**config.mk**
```make
export PLATFORM = sky130hd
export DESIGN_NAME = keypad_scanner_flat
export DESIGN_NICKNAME = d
export VERILOG_FILES = /design/src/rtl/keypad_scanner_if.sv /design/src/rtl/keypad_scanner.sv /design/src/flat_wrapper.sv
export SDC_FILE = /design/constraint.sdc
export NUM_CORES = 1
export LEC_CHECK = 0
export BUFFER_PORTS_ARGS = -buffer_cell sky130_fd_sc_hd__buf_2
export CORE_AREA = 2 2 78 80
export CTS_CLUSTER_SIZE = 24
export DETAILED_ROUTE_END_ITERATION = 8
export DIE_AREA = 0 0 80 82
export GPL_ROUTABILITY_DRIVEN = 0
export GPL_TIMING_DRIVEN = 0
export PLACE_DENSITY = 0.78
export SLEW_MARGIN = 20
export SYNTH_ARGS = -nofsm -noshare
export SYNTH_HDL_FRONTEND = slang
export SYNTH_SLANG_ARGS = --single-unit
```
**constraint.sdc**
```tcl
create_clock -name clk -period 4.9 [get_ports clk]
set_input_delay 0.735 -clock clk [delete_from_list [all_inputs] [get_ports clk]]
set_output_delay 0.735 -clock clk [all_outputs]
set_load 0.05 [all_outputs]
```
**src/rtl/keypad_scanner_if.sv**
```systemverilog
// Keypad-side and decoder-side signals of the 4x3 keypad scanner.
// The scanner takes the master modport; the keypad/decoder/lock side takes the slave modport.
interface keypad_scanner_if;
   logic [2:0] col_i;
   logic [3:0] row_o;
   logic [7:0] conv8;
   logic       key_valid;
   logic       key_held;

   modport master (
      input  col_i,
      output row_o,
      output conv8,
      output key_valid,
      output key_held
   );

   modport slave (
      output col_i,
      input  row_o,
      input  conv8,
      input  key_valid,
      input  key_held
   );
endinterface

```
**src/rtl/keypad_scanner.sv**
```systemverilog
// 4x3 matrix keypad scanner: row rotation, column synchroniser, per-frame single-key
// detection and a frame-rate debounce FSM producing the {col,row} one-hot scan code.
module keypad_scanner #(
   parameter int SCAN_DIV       = 1000,
   parameter int DEBOUNCE_SCANS = 8,
   parameter int CNT_W          = 16
) (
   input  logic             clk,
   input  logic             rst,
   keypad_scanner_if.master kp
);

   localparam int              DB_W      = $clog2(DEBOUNCE_SCANS + 1);
   localparam logic [CNT_W-1:0] SLOT_LAST = CNT_W'(SCAN_DIV - 1);
   localparam logic [DB_W-1:0]  DB_TARGET = DB_W'(DEBOUNCE_SCANS);

   typedef enum logic [1:0] {
      IDLE     = 2'd0,
      PRESS_DB = 2'd1,
      PRESSED  = 2'd2,
      REL_DB   = 2'd3
   } state_t;

   logic [2:0]       col_s1_q, col_s1_d;
   logic [2:0]       col_s2_q, col_s2_d;
   logic [CNT_W-1:0] slot_q, slot_d;
   logic [3:0]       row_q, row_d;
   logic [1:0]       hits_q, hits_d;
   logic [7:0]       code_q, code_d;
   state_t           state_q, state_d;
   logic [7:0]       cand_q, cand_d;
   logic [DB_W-1:0]  cnt_q, cnt_d;
   logic [7:0]       conv8_q, conv8_d;
   logic             valid_q, valid_d;
   logic             held_q, held_d;

   logic [2:0]      colh;
   logic            sample;
   logic            frame_end;
   logic [1:0]      sample_hits;
   logic [2:0]      hit_sum;
   logic [1:0]      frame_hits;
   logic [7:0]      sample_code;
   logic [7:0]      acc_code;
   logic [7:0]      frame_code;
   logic [DB_W-1:0] cnt_inc;

   // Column synchroniser, slot counter, row rotation and per-frame contact accumulation.
   // hits saturates at 2 so that any multi-press or ghost pattern collapses to "no key".
   always_comb begin
      col_s1_d    = kp.col_i;
      col_s2_d    = col_s1_q;
      colh        = ~col_s2_q;
      sample      = (slot_q == SLOT_LAST);
      frame_end   = sample && !row_q[3];
      sample_hits = 2'(colh[0]) + 2'(colh[1]) + 2'(colh[2]);
      sample_code = {1'b0, colh[0], colh[1], colh[2], ~row_q};
      hit_sum     = {1'b0, hits_q} + {1'b0, sample_hits};
      frame_hits  = (hit_sum >= 3'd2) ? 2'd2 : hit_sum[1:0];
      acc_code    = (sample_hits == 2'd1) ? sample_code : code_q;
      frame_code  = (frame_hits == 2'd1) ? acc_code : 8'h00;

      slot_d = slot_q + CNT_W'(1);
      row_d  = row_q;
      hits_d = hits_q;
      code_d = code_q;
      if (sample) begin
         slot_d = '0;
         row_d  = {row_q[2:0], row_q[3]};
         hits_d = frame_hits;
         code_d = acc_code;
      end
      if (frame_end) begin
         hits_d = 2'd0;
         code_d = 8'h00;
      end
   end

   // Debounce FSM, stepped only on frame ends; the counter saturates at its target.
   always_comb begin
      state_d = state_q;
      cand_d  = cand_q;
      cnt_d   = cnt_q;
      conv8_d = conv8_q;
      valid_d = 1'b0;
      cnt_inc = (cnt_q >= DB_TARGET) ? cnt_q : cnt_q + DB_W'(1);

      if (frame_end) begin
         case (state_q)
            IDLE: begin
               if (frame_code != 8'h00) begin
                  cand_d  = frame_code;
                  cnt_d   = DB_W'(1);
                  state_d = PRESS_DB;
               end
            end
            PRESS_DB: begin
               if (frame_code == 8'h00) begin
                  state_d = IDLE;
               end else if (frame_code == cand_q) begin
                  cnt_d = cnt_inc;
                  if (cnt_inc >= DB_TARGET) begin
                     conv8_d = cand_q;
                     valid_d = 1'b1;
                     state_d = PRESSED;
                  end
               end else begin
                  cand_d = frame_code;
                  cnt_d  = DB_W'(1);
               end
            end
            PRESSED: begin
               if (frame_code != conv8_q) begin
                  cnt_d   = DB_W'(1);
                  state_d = REL_DB;
               end
            end
            REL_DB: begin
               if (frame_code == conv8_q) begin
                  state_d = PRESSED;
               end else begin
                  cnt_d = cnt_inc;
                  if (cnt_inc >= DB_TARGET) begin
                     conv8_d = 8'h00;
                     state_d = IDLE;
                  end
               end
            end
            default: state_d = IDLE;
         endcase
      end

      held_d = (conv8_d != 8'h00);
   end

   always_ff @(posedge clk) begin
      if (rst) begin
         col_s1_q <= 3'b111;
         col_s2_q <= 3'b111;
         slot_q   <= '0;
         row_q    <= 4'b1110;
         hits_q   <= 2'd0;
         code_q   <= 8'h00;
         state_q  <= IDLE;
         cand_q   <= 8'h00;
         cnt_q    <= '0;
         conv8_q  <= 8'h00;
         valid_q  <= 1'b0;
         held_q   <= 1'b0;
      end else begin
         col_s1_q <= col_s1_d;
         col_s2_q <= col_s2_d;
         slot_q   <= slot_d;
         row_q    <= row_d;
         hits_q   <= hits_d;
         code_q   <= code_d;
         state_q  <= state_d;
         cand_q   <= cand_d;
         cnt_q    <= cnt_d;
         conv8_q  <= conv8_d;
         valid_q  <= valid_d;
         held_q   <= held_d;
      end
   end

   assign kp.row_o     = row_q;
   assign kp.conv8     = conv8_q;
   assign kp.key_valid = valid_q;
   assign kp.key_held  = held_q;

endmodule
```
**src/flat_wrapper.sv**
```systemverilog
// flat-port wrapper written by rule: the top's interface ports become plain ports
module keypad_scanner_flat 
#(
   parameter int SCAN_DIV       = 1000,
   parameter int DEBOUNCE_SCANS = 8,
   parameter int CNT_W          = 16
)
  (clk, rst, kp_col_i, kp_row_o, kp_conv8, kp_key_valid, kp_key_held);
  keypad_scanner_if kp_i ();
  input  logic clk;
  input  logic rst;
  input wire logic [$bits(kp_i.col_i)-1:0] kp_col_i;
  output wire logic [$bits(kp_i.row_o)-1:0] kp_row_o;
  output wire logic [$bits(kp_i.conv8)-1:0] kp_conv8;
  output wire logic [$bits(kp_i.key_valid)-1:0] kp_key_valid;
  output wire logic [$bits(kp_i.key_held)-1:0] kp_key_held;
  assign kp_i.col_i = kp_col_i;
  assign kp_row_o = kp_i.row_o;
  assign kp_conv8 = kp_i.conv8;
  assign kp_key_valid = kp_i.key_valid;
  assign kp_key_held = kp_i.key_held;
  keypad_scanner #(.SCAN_DIV(SCAN_DIV), .DEBOUNCE_SCANS(DEBOUNCE_SCANS), .CNT_W(CNT_W)) u_core (.clk(clk), .rst(rst), .kp(kp_i));
endmodule
```
==> results.py <==
metrics = {
    "placement": {
        "place_hpwl_um": 5989,
        "portBuffers": 17,
    },
    "sta": {
        "fin_tns_setup_ns": 0,
        "rsz0062_at_grt": "false",
        "fin_crit_sh": 0.8790,
        "maxSlewHeadroom": 0.5183,
        "slew_violations": 0,
        "worst_slew_pin_slew_ns": 0.7192,
        "fmax_mhz": 232.2,
        "fin_worst_skew_ns": 0.006421,
        "setup_viol": 0,
        "hold_viol_final": 0,
        "period_minus_slack_ns": 4.307,
    },
    "outcome": {
        "status": "complete, no violations",
    },
    "final_layout": {
        "drive_above_1_share": 0.1364,
        "num-fill-cells": 493,
        "final_nets": 447,
        "antennaDiodeCount": 0,
        "final_common_cell": "dfxtp_1",
        "mostFrequentLayoutCells": "dfxtp_1, nor2_1, nand2_1",
        "area_growth_pct": 11.58,
    },
    "clock_network": {
        "clockBufferDepth": 2,
        "cts_tree": "done",
        "h-tree-depth": 3,
        "postCtsSetupBuffers": 0,
        "clock_latency_ns": 0.34,
        "cts.sinks": 60,
        "cts_root_buf": "clkbuf_8",
        "cts_resized": 0,
        "cts-buffers-inserted": 9,
        "clk_pin_slew_ns": 0.06,
        "holdBufCountCts": 0,
    },
    "floorplan": {
        "die_h_um": 82,
        "row_count": 28,
        "die_w_um": 80,
        "core_um2": 5746,
        "start_util": 0.5923,
        "top_level_ports": 19,
        "die_area_um2": 6560,
    },
    "synth": {
        "synth_fp_nets": 419,
        "ys_ff_latch": 60,
        "synth_edf_count": 0,
        "ys.flop_type": "dfxtp_1",
        "async_reset_ff_frac": 0,
        "syn_inst": 408,
        "yosys_warnings": 0,
        "yosys.area.top_type": "dfxtp_1",
        "synth_top_area_frac": 0.3529,
        "synth_cell_types": 66,
        "synthesis.area_um2": 3403,
        "ys_seq_area_frac": 0.3529,
        "syn_area_per_cell_um2": 8.341,
        "yosys-top-cells-area": "dfxtp_1, nor2_1, nand2_1",
    },
    "power_and_ir_drop": {
        "p_switching_w": 0.0002716,
        "p_clk_frac": 0.439,
        "sw_frac_of_total": 0.2448,
        "powerDensity_nw_per_um2": 292.1,
        "p_total_w": 0.001109,
        "seq_power_share": 0.450,
        "ir_drop_uv": 293.4,
        "internal_power_w": 0.0008377,
        "combPwrFrac": 0.112,
        "leakage_nw": 1.466,
    },
    "job": {
        "maxCapViolations": 0,
    },
    "hold_path": {
        "hp-class": "flop to flop",
    },
    "critical_path": {
        "path_cells": "inv_1 -> fa_1 -> ha_1 -> inv_1 -> fa_1 -> nand3_1 -> clkbuf_1 -> o32ai_1 -> a31oi_1 -> o41ai_1 -> a21oi_1 -> a41oi_1 -> o21a_1",
        "cp_num_buf_inv": 3,
        "critical_path.slowest_cell": "fa_1",
        "end_kind": "flop",
        "crit_path_max_incr_delay_ns": 0.63,
        "crit_family": "compound AO/OA/AOI/OAI gates",
        "crit_required_ns": 5.18,
        "cp_max_fo": 10,
        "worst_ep_arrival_time_ns": 4.59,
        "start_kind": "flop",
        "crit_type": "flop to flop",
    },
    "grt": {
        "use_met2": 0.4350,
        "use_met1": 0.3434,
        "grt_usage": 0.2664,
        "grt_pass1_wl_um": 13340,
        "overflow": 0,
        "grt_max_degree": 11,
        "grtUsageMet3": 0.06044,
        "grt_pass1_vias": 2753,
        "grt_antenna_before_repair": 0,
        "grt.busiest_layer": "met2",
    },
    "detailed_routing": {
        "dr_total_vias": 3089,
        "drt_iter0_drc": 323,
        "drt_pass1_iterations": 5,
        "drtAntennaViolNets": 0,
        "routed_wl_um": 8158,
        "routedWlPerCell_um": 15.84,
        "via_per_inst": 5.998,
        "drc": 0,
    },
}
==> cells by family (layout without fill, tap and decap cells) <==
kind of cell               count (synthesis)  in the layout  synth area share
adders and majority gates                  6              6           0.02647
and+or+nand+nor                          183            183            0.2890
buffers and inverters                     43             75           0.06250
DFF                                       60             60            0.3529
AOI/OAI and AO/OA                         89             89            0.1941
xor gates and xnor gates                  18             18           0.04632
muxes                                      9              9           0.02868
==> synthesized netlist by cell type, drive strengths merged (3+ instances only) <==
cell type / number
o21ai: 8
buf: 8
and2: 4
nand4b: 3
o32ai: 4
nand4: 3
nor2: 55
nand3b: 5
nand2: 38
ha: 4
xor2: 8
nand3: 18
nor4: 5
mux2: 3
inv: 22
nand2b: 8
or3: 6
nor3b: 3
nor3: 3
dfxtp: 60
o41ai: 3
o21a: 4
and3: 10
o31ai: 4
or2: 10
a31oi: 9
nor4b: 3
clkbuf: 13
a21oi: 22
o311a: 3
nor4bb: 4
xnor2: 10
a22oi: 8
mux2i: 6
==> metrics by stage <==
stage | setup slack (ns) | instance area, µm² | cells | hold WS, ns | util
floorplan | 1.208 | 3403 | 408 | 0.3895 | -
global placement | 0.7506 | 3582 | 500 | 0.3930 | 0.6235
detailed placement | 0.6064 | 3582 | 500 | 0.3928 | 0.6235
CTS | 0.5971 | 3797 | 515 | 0.4094 | 0.6609
global route | 0.1739 | 3797 | 515 | 0.4206 | 0.6609
finish | 0.5930 | 3797 | 515 | 0.4073 | 0.6609
==> final timing paths <==
check | start | end | slack (ns) | cells after the start
hold reg to reg | u_core.col_s1_q[2]$_SDFF_PP1_ | u_core.col_s2_q[2]$_SDFF_PP1_ | 0.41 | 1
setup / recovery | u_core.col_s2_q[0]$_SDFF_PP1_ | u_core.cnt_q[0]$_SDFFE_PP0P_ | 0.59 | 13
setup reg to reg | u_core.col_s2_q[0]$_SDFF_PP1_ | u_core.cnt_q[0]$_SDFFE_PP0P_ | 0.59 | 13
hold / removal | u_core.col_s1_q[2]$_SDFF_PP1_ | u_core.col_s2_q[2]$_SDFF_PP1_ | 0.41 | 1
==> layer usage <==
| layer | vias to the layer above | wire length, µm |
|---|---|---|
| met1 | 1436 | 3529 |
| met5 | - | 0 |
| met2 | 110 | 3917 |
| li1 | 1518 | - |
| met4 | 0 | 219 |
| met3 | 25 | 493 |
==> power groups by stage <==
stage / registers, W / logic [W] / clock network (W)
2_1_floorplan: 0.000514 / 0.0000888 / 0
3_3_place_gp: 0.000509 / 0.000119 / 0
3_5_place_dp: 0.000510 / 0.000122 / 0
4_1_cts: 0.000499 / 0.000123 / 0.000498
5_1_grt: 0.000499 / 0.000134 / 0.000517
6_report: 0.000499 / 0.000124 / 0.000486
==> layout make-up <==
| class | instances | area [µm²] | share of cell area |
|---|---|---|---|
| plain buffers | 21 | 130.1 | 0.03427 |
| clock buffers | 11 | 141.4 | 0.03723 |
| clock inverters | 4 | 73.82 | 0.01944 |
| inverters | 22 | 82.58 | 0.02175 |
| multi-input cells | 305 | 1989 | 0.5239 |
| flip-flops and latches | 60 | 1201 | 0.3163 |
| well taps | 75 | 93.84 | 0.02471 |
| repair buffers | 17 | 85.08 | 0.02241 |
==> registers in the layout, summed over array words and instances, names as in the netlist <==
signal,cells
u_core.code_q,8
u_core.slot_q,16
u_core.kp.key_held,1
u_core.kp.key_valid,1
u_core.kp.conv8,8
u_core.cnt_q,4
u_core.col_s2_q,3
u_core.cand_q,8
u_core.hits_q,2
u_core.col_s1_q,3
u_core.state_q,2
u_core.kp.row_o,4
No activity file was read; power rests on OpenSTA's default activity.
